$ cat src/rtl/spi_pkg.sv
// Shared op encodings, frame sizes and FSM state type for the SPI master controller.
package spi_pkg;

  localparam int FRAME_BITS = 10;
  localparam int DATA_BITS  = 8;

  localparam logic [1:0] OP_WR_ADDR = 2'b00;
  localparam logic [1:0] OP_WR_DATA = 2'b01;
  localparam logic [1:0] OP_RD_ADDR = 2'b10;
  localparam logic [1:0] OP_RD_DATA = 2'b11;

  typedef enum logic [2:0] {
    ST_IDLE  = 3'd0,
    ST_START = 3'd1,
    ST_SHIFT = 3'd2,
    ST_WAIT  = 3'd3,
    ST_RECV  = 3'd4,
    ST_GAP   = 3'd5
  } spi_mst_state_t;

endpackage

$ cat src/rtl/spi_mst_shifter.sv
// MSB-first 10-bit shift-out register and MISO shift-in register, both sequenced by the
// controller FSM through load/shift enables.
module spi_mst_shifter
  import spi_pkg::*;
(
  input  logic                  clk,
  input  logic                  rst,
  input  logic                  load,
  input  logic [FRAME_BITS-1:0] frame,
  input  logic                  shift_out,
  input  logic                  shift_in,
  input  logic                  miso,
  output logic                  tx_bit,
  output logic                  tx_next_bit,
  output logic [DATA_BITS-1:0]  rx_word
);

  logic [FRAME_BITS-1:0] tx;
  logic [DATA_BITS-2:0]  rx;

  // The eighth sample bypasses the register so the full byte is ready on the last RECV edge.
  assign rx_word     = {rx, miso};
  assign tx_bit      = tx[FRAME_BITS-1];
  assign tx_next_bit = tx[FRAME_BITS-2];

  always_ff @(posedge clk) begin
    if (rst) begin
      tx <= '0;
      rx <= '0;
    end else begin
      if (load) begin
        tx <= frame;
      end else if (shift_out) begin
        tx <= {tx[FRAME_BITS-2:0], 1'b0};
      end
      if (shift_in) begin
        rx <= rx_word[DATA_BITS-2:0];
      end
    end
  end

endmodule

$ cat src/rtl/spi_master_ctrl.sv
// SPI master controller: serialises one RAM command per frame on SS_n/MOSI and,
// for read-data commands, collects the reply byte from MISO.
module spi_master_ctrl
  import spi_pkg::*;
#(
  parameter int unsigned RD_WAIT  = 2,
  parameter int unsigned IDLE_GAP = 1
) (
  input  logic       clk,
  input  logic       rst,
  input  logic       cmd_valid,
  output logic       cmd_ready,
  input  logic [1:0] cmd_op,
  input  logic [7:0] cmd_data,
  output logic [7:0] rd_data,
  output logic       rd_valid,
  output logic       busy,
  output logic       SS_n,
  output logic       MOSI,
  input  logic       MISO
);

  localparam logic [3:0] BIT_LAST  = 4'(FRAME_BITS - 1);
  localparam logic [3:0] WAIT_LAST = 4'(RD_WAIT - 1);
  localparam logic [3:0] RECV_LAST = 4'(DATA_BITS - 1);
  localparam logic [3:0] GAP_LAST  = 4'(IDLE_GAP - 1);

  spi_mst_state_t state, state_nx;
  logic [3:0] cnt, cnt_nx;
  logic       is_read, is_read_nx;
  logic       ss_n_nx, mosi_nx, rd_valid_nx, cmd_ready_nx, busy_nx;
  logic [7:0] rd_data_nx;
  logic       accept, load, shift_out, shift_in, tx_bit, tx_next_bit;
  logic [7:0] rx_word;

  assign accept = cmd_valid && cmd_ready;

  spi_mst_shifter u_shifter (
    .clk         (clk),
    .rst         (rst),
    .load        (load),
    .frame       ({cmd_op, cmd_data}),
    .shift_out   (shift_out),
    .shift_in    (shift_in),
    .miso        (MISO),
    .tx_bit      (tx_bit),
    .tx_next_bit (tx_next_bit),
    .rx_word     (rx_word)
  );

  // Outputs are computed for the next state and registered, so pins line up with the state.
  always_comb begin
    state_nx    = state;
    cnt_nx      = cnt;
    is_read_nx  = is_read;
    ss_n_nx     = 1'b1;
    mosi_nx     = 1'b0;
    rd_valid_nx = 1'b0;
    rd_data_nx  = rd_data;
    load        = 1'b0;
    shift_out   = 1'b0;
    shift_in    = 1'b0;
    case (state)
      ST_IDLE: begin
        if (accept) begin
          state_nx   = ST_START;
          cnt_nx     = 4'd0;
          is_read_nx = (cmd_op == OP_RD_DATA);
          load       = 1'b1;
          ss_n_nx    = 1'b0;
          mosi_nx    = cmd_op[1];
        end else begin
          state_nx = ST_IDLE;
        end
      end
      ST_START: begin
        state_nx = ST_SHIFT;
        cnt_nx   = 4'd0;
        ss_n_nx  = 1'b0;
        mosi_nx  = tx_bit;
      end
      ST_SHIFT: begin
        if (cnt == BIT_LAST) begin
          cnt_nx = 4'd0;
          if (is_read) begin
            state_nx = ST_WAIT;
            ss_n_nx  = 1'b0;
          end else begin
            state_nx = ST_GAP;
          end
        end else begin
          cnt_nx    = cnt + 4'd1;
          shift_out = 1'b1;
          ss_n_nx   = 1'b0;
          mosi_nx   = tx_next_bit;
        end
      end
      ST_WAIT: begin
        ss_n_nx = 1'b0;
        if (cnt == WAIT_LAST) begin
          state_nx = ST_RECV;
          cnt_nx   = 4'd0;
        end else begin
          cnt_nx = cnt + 4'd1;
        end
      end
      ST_RECV: begin
        shift_in = 1'b1;
        if (cnt == RECV_LAST) begin
          state_nx    = ST_GAP;
          cnt_nx      = 4'd0;
          rd_valid_nx = 1'b1;
          rd_data_nx  = rx_word;
        end else begin
          cnt_nx  = cnt + 4'd1;
          ss_n_nx = 1'b0;
        end
      end
      ST_GAP: begin
        if (cnt == GAP_LAST) begin
          state_nx = ST_IDLE;
          cnt_nx   = 4'd0;
        end else begin
          cnt_nx = cnt + 4'd1;
        end
      end
      default: begin
        state_nx = ST_IDLE;
        cnt_nx   = 4'd0;
      end
    endcase
    cmd_ready_nx = (state_nx == ST_IDLE);
    busy_nx      = (state_nx != ST_IDLE);
  end

  // State, counter and all output registers; reset abandons any frame without a gap.
  always_ff @(posedge clk) begin
    if (rst) begin
      state     <= ST_IDLE;
      cnt       <= 4'd0;
      is_read   <= 1'b0;
      SS_n      <= 1'b1;
      MOSI      <= 1'b0;
      cmd_ready <= 1'b1;
      busy      <= 1'b0;
      rd_valid  <= 1'b0;
      rd_data   <= 8'h00;
    end else begin
      state     <= state_nx;
      cnt       <= cnt_nx;
      is_read   <= is_read_nx;
      SS_n      <= ss_n_nx;
      MOSI      <= mosi_nx;
      cmd_ready <= cmd_ready_nx;
      busy      <= busy_nx;
      rd_valid  <= rd_valid_nx;
      rd_data   <= rd_data_nx;
    end
  end

endmodule
$ cat config.mk
export PLATFORM = sky130hd
export DESIGN_NAME = spi_master_ctrl
export DESIGN_NICKNAME = d
export VERILOG_FILES = /design/src/rtl/spi_pkg.sv /design/src/rtl/spi_mst_shifter.sv /design/src/rtl/spi_master_ctrl.sv
export SDC_FILE = /design/constraint.sdc
export NUM_CORES = 1
export LEC_CHECK = 0
export ABC_AREA = 0
export CORE_MARGIN = 4
export CORE_UTILIZATION = 35
export CTS_CLUSTER_DIAMETER = 60
export DETAILED_ROUTE_END_ITERATION = 16
export GPL_TIMING_DRIVEN = 0
export PLACE_DENSITY = 0.54
export SLEW_MARGIN = 25
export SYNTH_ARGS = -nofsm -noshare
export SYNTH_HDL_FRONTEND = slang
export SYNTH_SLANG_ARGS = --single-unit
$ cat constraint.sdc
create_clock -name clk -period 1.9 [get_ports clk]
set_input_delay 0.285 -clock clk [delete_from_list [all_inputs] [get_ports clk]]
set_output_delay 0.285 -clock clk [all_outputs]
set_load 0.05 [all_outputs]
==> impl_metrics.csv, run 1 <==
group,metric,value,unit
yosys,syn_inst,195,
die,io_pins,27,
sta,setup_viol,0,
setup_path,crit_chain,"inv_1 > ha_1 > or3b_1 > nand3_1 > a31oi_1 > or4_1",
route,route.detailed.drc,0,
yosys,synth_xor_area_share,0.534,%
cts,path_clk_slew,0.08,ns
die,dieArea,5840,um2
job,drv_cap,0,
cells_and_area,multi_input_area,816,um2
yosys,yosysTopAreaCell,"dfxtp_1",
route,vias_per_cell,5.23,
cells_and_area,final_common_cell,"nand2_1",
pwr,power_density,917,nW/um2
sta,skew,0.00508,ns
die,rows,24,
die,start_util,36.9,%
cts,cts-root-buf,"clkbuf_8",
sta,drv_slew,0,
cts,insertion_delay,0.28,ns
grt,first_global_vias,1401,
die,die_h,76.4,um
sta,worst_slack,0.119,ns
route,avgRoutedWirePerCell,13.5,um
sta,clock.fmax,561,MHz
route,vias,1465,
yosys,synth_compound_area_share,21.2,%
setup_path,end_kind,"flop",
yosys,synth_edf_count,0,
cts,cts_tree,"done",
cts,htree_levels,2,
grt,grt_pass1_wl,6510,um
min_path,hold_path.class,"reg -> reg",
yosys,muxShareOfSynthArea,0.611,%
place,dp_cells,272,
cts,post_cts_buffers,0,
yosys,synth.top_cell.area_share,46.4,%
cells_and_area,seq_area,762,um2
setup_path,worstPathMaxFanout,5,
sta,fin_crit,1.78,ns
place,gp_congestion,0.835,
cells_and_area,nFillCells,448,
pwr,ir_worst_vdd,392,uV
sta,final_hold_viol_count,0,
cells_and_area,n_antenna_cell,0,
yosys,synth_seq_area_share,46.4,%
sta,slew_headroom,50.0,%
die,core,4440,um2
yosys,netlist_area,1640,um2
route,drt_iter0_drc,72,
place,io_buffers,25,
status,status,"completed",
route,firstDrtPassIters,4,
setup_path,critical_path.max_stage_delay,0.47,ns
place,pre_cts_slack,-0.0551,ns
route,antenna_left,0,
setup_path,crit_path_top_delay_cell,"or4_1",
grt,grtUsageTotal,13.6,%
route,routed_wl,3780,um
cts,clkSinkCount,38,
grt,antenna_found_initial,0,
cts,cts_buffer_depth,2,
sta,grt_setup_unrepaired,"true",
yosys,ys_types,41,
setup_path,cp.arrival,1.95,ns
yosys,synthAdderAreaFrac,2.29,%
cells_and_area,post_layout_nonfiller_instances,280,
sta,max_slew.worst_pin.slew,0.749,ns
yosys,synthTopCellsByArea,"dfxtp_1 (46%), nand2_1 (10%), a21oi_1 (8.9%)",
setup_path,cp.required,2.07,ns
sta,finalCritPeriodShare,93.8,%
yosys,synth_top_family_by_area,"simple AND/OR/NAND/NOR gates",
setup_path,crit_type,"reg -> reg",
place,dp_hpwl,2730,um
setup_path,cp-start-kind,"flop",
die,die_x,76.4,um
pwr,leakage,0.000745,uW
yosys,avgSynthCellArea,8.41,um2
yosys,synth-simple-area-share,24.4,%
yosys,yosysWarnings,0,
yosys,synth_flop_cell,"dfxtp_1",
yosys,async_flop_share,0,%
cells_and_area,area_growth,26.6,%
grt,grt_max_degree,13,
cts,cts_buffers,5,
cells_and_area,mostFrequentLayoutCells,"nand2_1 (45), dfxtp_1 (37), a21oi_1 (29)",
cells_and_area,final_nets,244,
yosys,synthesis.nets,212,
cells_and_area,drive_above_1_share,11.0,%
yosys,yosys_register_bits,38,
grt,overflow,0,
==> per-stage QoR <==
| step | cell area (um2) | setup TNS [ns] | hold WS, ns | total power (uW) | utilization [%] |
|---|---|---|---|---|---|
| 6_report | 2080 | 0 | 0.456 | 1900 | 46.7 |
| 3_5_place_dp | 1950 | -0.258 | 0.447 | 1250 | 44.0 |
| 3_3_place_gp | 1950 | -0.0230 | 0.444 | 1250 | 44.0 |
| 2_1_floorplan | 1640 | 0 | 0.421 | 1140 | - |
| 5_1_grt | 2080 | -0.00276 | 0.479 | 2010 | 46.7 |
| 4_1_cts | 2060 | 0 | 0.457 | 1920 | 46.4 |
==> logic make-up (layout without fill, tap and decap cells) <==
group,Yosys count,count (layout)
buf+inv,16,49
mux,1,1
flops,38,38
simple gates,82,82
compound gates,54,54
fa+ha+maj,3,3
xor+xnor,1,1
==> routing by layer <==
layer  global-route usage (%)  wire length, um  vias to the layer above
met5                        0                0                        -
met4                     3.44               22                        0
met3                     3.55              136                        4
met2                     21.7             1820                       32
met1                     18.3             1800                      682
li1                         -                -                      747
==> worst paths after layout <==
path,startpoint,end,slack [ns],cells after the start
max,cnt[0]$_SDFFE_PP0N_,busy$_SDFF_PP0_,0.12,6
min,rd_data[6]$_SDFFE_PP0P_,rd_data[6]$_SDFFE_PP0P_,0.46,2
max reg2reg,cnt[0]$_SDFFE_PP0N_,busy$_SDFF_PP0_,0.12,6
min reg2reg,rd_data[6]$_SDFFE_PP0P_,rd_data[6]$_SDFFE_PP0P_,0.46,2
==> cell usage after synthesis (3+ instances only) <==
library cell,instances
nand2_1,45
buf_2,5
a22oi_1,10
a21oi_1,29
and2_1,4
ha_1,3
nor2_1,7
nand3_1,4
clkbuf_1,4
nor3_1,3
dfxtp_1,38
inv_1,4
==> report_power, final <==
| group | switching [uW] | internal [uW] |
|---|---|---|
| Clock | 277 | 386 |
| Combinational | 213 | 141 |
| Sequential | 33.9 | 851 |
| Total | 525 | 1380 |
==> critical path: cells and delay by family, from the launching register on <==
family	cells	cell delay [ns]
adders and majority gates	1	0.13
DFF	1	0.35
AOI/OAI and AO/OA	1	0.14
buffers and inverters	1	0.08
and+or+nand+nor	3	0.96
==> flip-flops by register name, indices dropped and copies added (netlist names) <==
signal	flops
state	3
busy	1
MOSI	1
u_shifter.tx	10
rd_data	8
cnt	4
rd_valid	1
cmd_ready	1
u_shifter.rx	7
SS_n	1
is_read	1
==> area by class of cell <==
cell class                      count  share of cell area (%)
Clock inverter                      3                    1.93
Sequential cell                    38                    36.7
Timing Repair Buffer               25                    12.1
Multi-Input combinational cell    141                    39.3
Inverter                            4                   0.723
Buffer                             12                    2.83
Clock buffer                        5                    3.32
Tap cell                           52                    3.13
==> repair_timing <==
item	4_1_cts	5_1_grt
endpoints found under the hold margin	0	0
hold buffers	0	0
resized for setup	0	3
setup endpoints to repair	0	21
Power figures use the tool's default switching activity.
==> run 2: changes to the inputs <==
--- a/config.mk
+++ b/config.mk
@@ -5,7 +5,6 @@
 export SDC_FILE = /design/constraint.sdc
 export NUM_CORES = 1
 export LEC_CHECK = 0
-export ABC_AREA = 0
 export CORE_MARGIN = 4
 export CORE_UTILIZATION = 35
 export CTS_CLUSTER_DIAMETER = 60
==> results of run 2 <==
Same layout as run 1: the final DEF is identical, and so are final timing and power.
==> run 3: changes to the inputs <==
--- a/config.mk
+++ b/config.mk
@@ -5,7 +5,7 @@
 export SDC_FILE = /design/constraint.sdc
 export NUM_CORES = 1
 export LEC_CHECK = 0
-export CORE_MARGIN = 4
+export CORE_MARGIN = 2
 export CORE_UTILIZATION = 35
 export CTS_CLUSTER_DIAMETER = 60
 export DETAILED_ROUTE_END_ITERATION = 16
==> impl_metrics.csv, run 3 (synthesized netlist as in run 1, its figures left out) <==
group,metric,value,unit
status,status,"completed",
setup_path,worstPathMaxFanout,5,
cells_and_area,design_area,2090,um2
cts,cts_tree,"done",
cells_and_area,n_antenna_cell,0,
pwr,p_sw_share,29.6,%
place,io_buffers,25,
die,core,4440,um2
sta,skew,0.00435,ns
die,die_h,72.4,um
setup_path,crit_chain,"inv_1 > ha_1 > a31oi_1 > o21ba_1 > or4_1",
sta,worst_slack,0.112,ns
setup_path,cp.required,2.06,ns
sta,slew_headroom,49.6,%
cells_and_area,largest_reg_flops,10,
sta,fin_crit,1.79,ns
cells_and_area,reg_top3,"u_shifter.tx (10), rd_data (8), u_shifter.rx (7)",
pwr,p_int,1290,uW
cts,path_clk_slew,0.07,ns
route,antenna_left,0,
die,die_x,72.4,um
setup_path,cp.arrival,1.95,ns
die,dieArea,5250,um2
die,rows,24,
pwr,pwr-share-comb,19.8,%
job,drv_cap,0,
route,firstDrtPassIters,4,
setup_path,cpLargestDelayFamily,"simple AND/OR/NAND/NOR gates",
cts,insertion_delay,0.29,ns
pwr,leakage,0.000747,uW
cts,hold_buffers,0,
route,avgRoutedWirePerCell,13.4,um
route,vias_per_cell,5.18,
sta,clock.fmax,559,MHz
sta,grt_setup_unrepaired,"false",
setup_path,crit_buf_inv,1,
cells_and_area,mostFrequentLayoutCells,"nand2_1 (45), dfxtp_1 (35), a21oi_1 (29)",
pwr,power_density,874,nW/um2
cells_and_area,top_register,"u_shifter.tx",
setup_path,cp-start-kind,"flop",
grt,antenna_found_initial,0,
cells_and_area,drive_above_1_share,13.5,%
cts,clkSinkCount,38,
cts,cts-root-buf,"clkbuf_8",
sta,final_hold_viol_count,0,
die,io_pins,27,
pwr,ir_worst_vdd,453,uV
cts,cts_buffer_depth,2,
route,route.detailed.drc,0,
route,routed_wl,3780,um
setup_path,critical_path.max_stage_delay,0.54,ns
place,gp_congestion,0.847,
die,start_util,36.9,%
setup_path,reg2reg_depth,5,
min_path,hold_path.class,"reg -> reg",
sta,drv_slew,0,
pwr,seqPwrFrac,48.4,%
sta,max_slew.worst_pin.slew,0.755,ns
place,place_area,1950,um2
grt,grt_pass1_wl,6470,um
grt,first_global_vias,1409,
setup_path,end_kind,"flop",
sta,setup_viol,0,
cts,htree_levels,2,
grt,grtUsageTotal,15.6,%
pwr,p_switching,541,uW
cells_and_area,nFillCells,449,
place,dp_hpwl,2710,um
pwr,power_frac_clock,31.7,%
route,vias,1460,
grt,grt_max_degree,13,
route,drt_iter0_drc,88,
setup_path,crit_path_top_delay_cell,"or4_1",
min_path,min_path_cells,2,
cells_and_area,final_common_cell,"nand2_1",
setup_path,crit_type,"reg -> reg",
sta,finalCritPeriodShare,94.1,%
cells_and_area,area_growth,27.6,%
grt,overflow,0,
place,pre_cts_slack,-0.0892,ns
cts,cts_buffers,5,
cells_and_area,final_nets,246,
setup_path,cp_num_cells,5,
-- run 3: cell count changes in the layout (fill, tap and decap cells not counted), sizes merged --
cell      previous run  this run
clkinv               2         1
buf                  8        10
clkbuf               9        10
clkinvlp             0         1
bufinv               1         0
-- run 3: layer usage --
layer  track usage, %  vias to the layer above  wire length [um]
li1                 -                      750                 -
met1             20.9                      679              1790
met2             25.5                       27              1820
met3             3.19                        4               139
met4             4.32                        0                36
met5                0                        -                 0
-- run 3: power by group through the flow --
| stage | clock (uW) | combinational (uW) | sequential [uW] |
|---|---|---|---|
| final | 580 | 362 | 885 |
| after global routing | 629 | 395 | 893 |
| after CTS | 593 | 353 | 884 |
| after detailed placement | 0 | 351 | 902 |
| after global placement | 0 | 345 | 900 |
| after floorplan | 0 | 189 | 949 |
-- run 3: layout make-up --
| type | instances | area [um2] | share of cell area [%] |
|---|---|---|---|
| sequential | 38 | 764 | 36.6 |
| tap | 52 | 65.1 | 3.11 |
| clock buffer | 6 | 82.6 | 3.95 |
| timing repair buffer | 27 | 265 | 12.7 |
| buffer | 12 | 58.8 | 2.81 |
| inverter | 4 | 15.0 | 0.718 |
| multi-input combinational | 141 | 827 | 39.6 |
| clock inverter | 2 | 12.5 | 0.598 |
-- run 3: stage by stage --
step / instances / utilization, % / TNS [ns] / power [uW] / hold WS, ns
2_1_floorplan: 195 / - / 0 / 1140 / 0.421
6_report: 282 / 47.0 / 0 / 1830 / 0.454
3_5_place_dp: 272 / 44.0 / -0.111 / 1250 / 0.448
5_1_grt: 282 / 47.0 / 0 / 1920 / 0.477
3_3_place_gp: 272 / 44.0 / -0.00987 / 1240 / 0.443
4_1_cts: 280 / 46.1 / 0 / 1830 / 0.458
-- run 3: repair_timing --
| action | in CTS | in global routing |
|---|---|---|
| endpoints found under the hold margin | 0 | 0 |
| endpoints found under the setup margin | 0 | 22 |
| setup buffers | 0 | 2 |
| gates resized for setup | 0 | 7 |
-- run 3: worst paths after layout --
| path | from | end | slack, ns |
|---|---|---|---|
| setup / recovery | cnt[1]$_SDFFE_PP0N_ | busy$_SDFF_PP0_ | 0.11 |
| hold / removal | rd_data[2]$_SDFFE_PP0P_ | rd_data[2]$_SDFFE_PP0P_ | 0.45 |
| setup reg to reg | cnt[1]$_SDFFE_PP0N_ | busy$_SDFF_PP0_ | 0.11 |
| hold reg to reg | rd_data[2]$_SDFFE_PP0P_ | rd_data[2]$_SDFFE_PP0P_ | 0.45 |
-- run 3: worst register-to-register path, delay by kind of cell, from the launching register on --
family	cells	cell delay [ns]
and+or+nand+nor	1	0.54
AOI/OAI and AO/OA	2	0.50
DFF	1	0.35
adders and majority gates	1	0.18
buffers and inverters	1	0.09
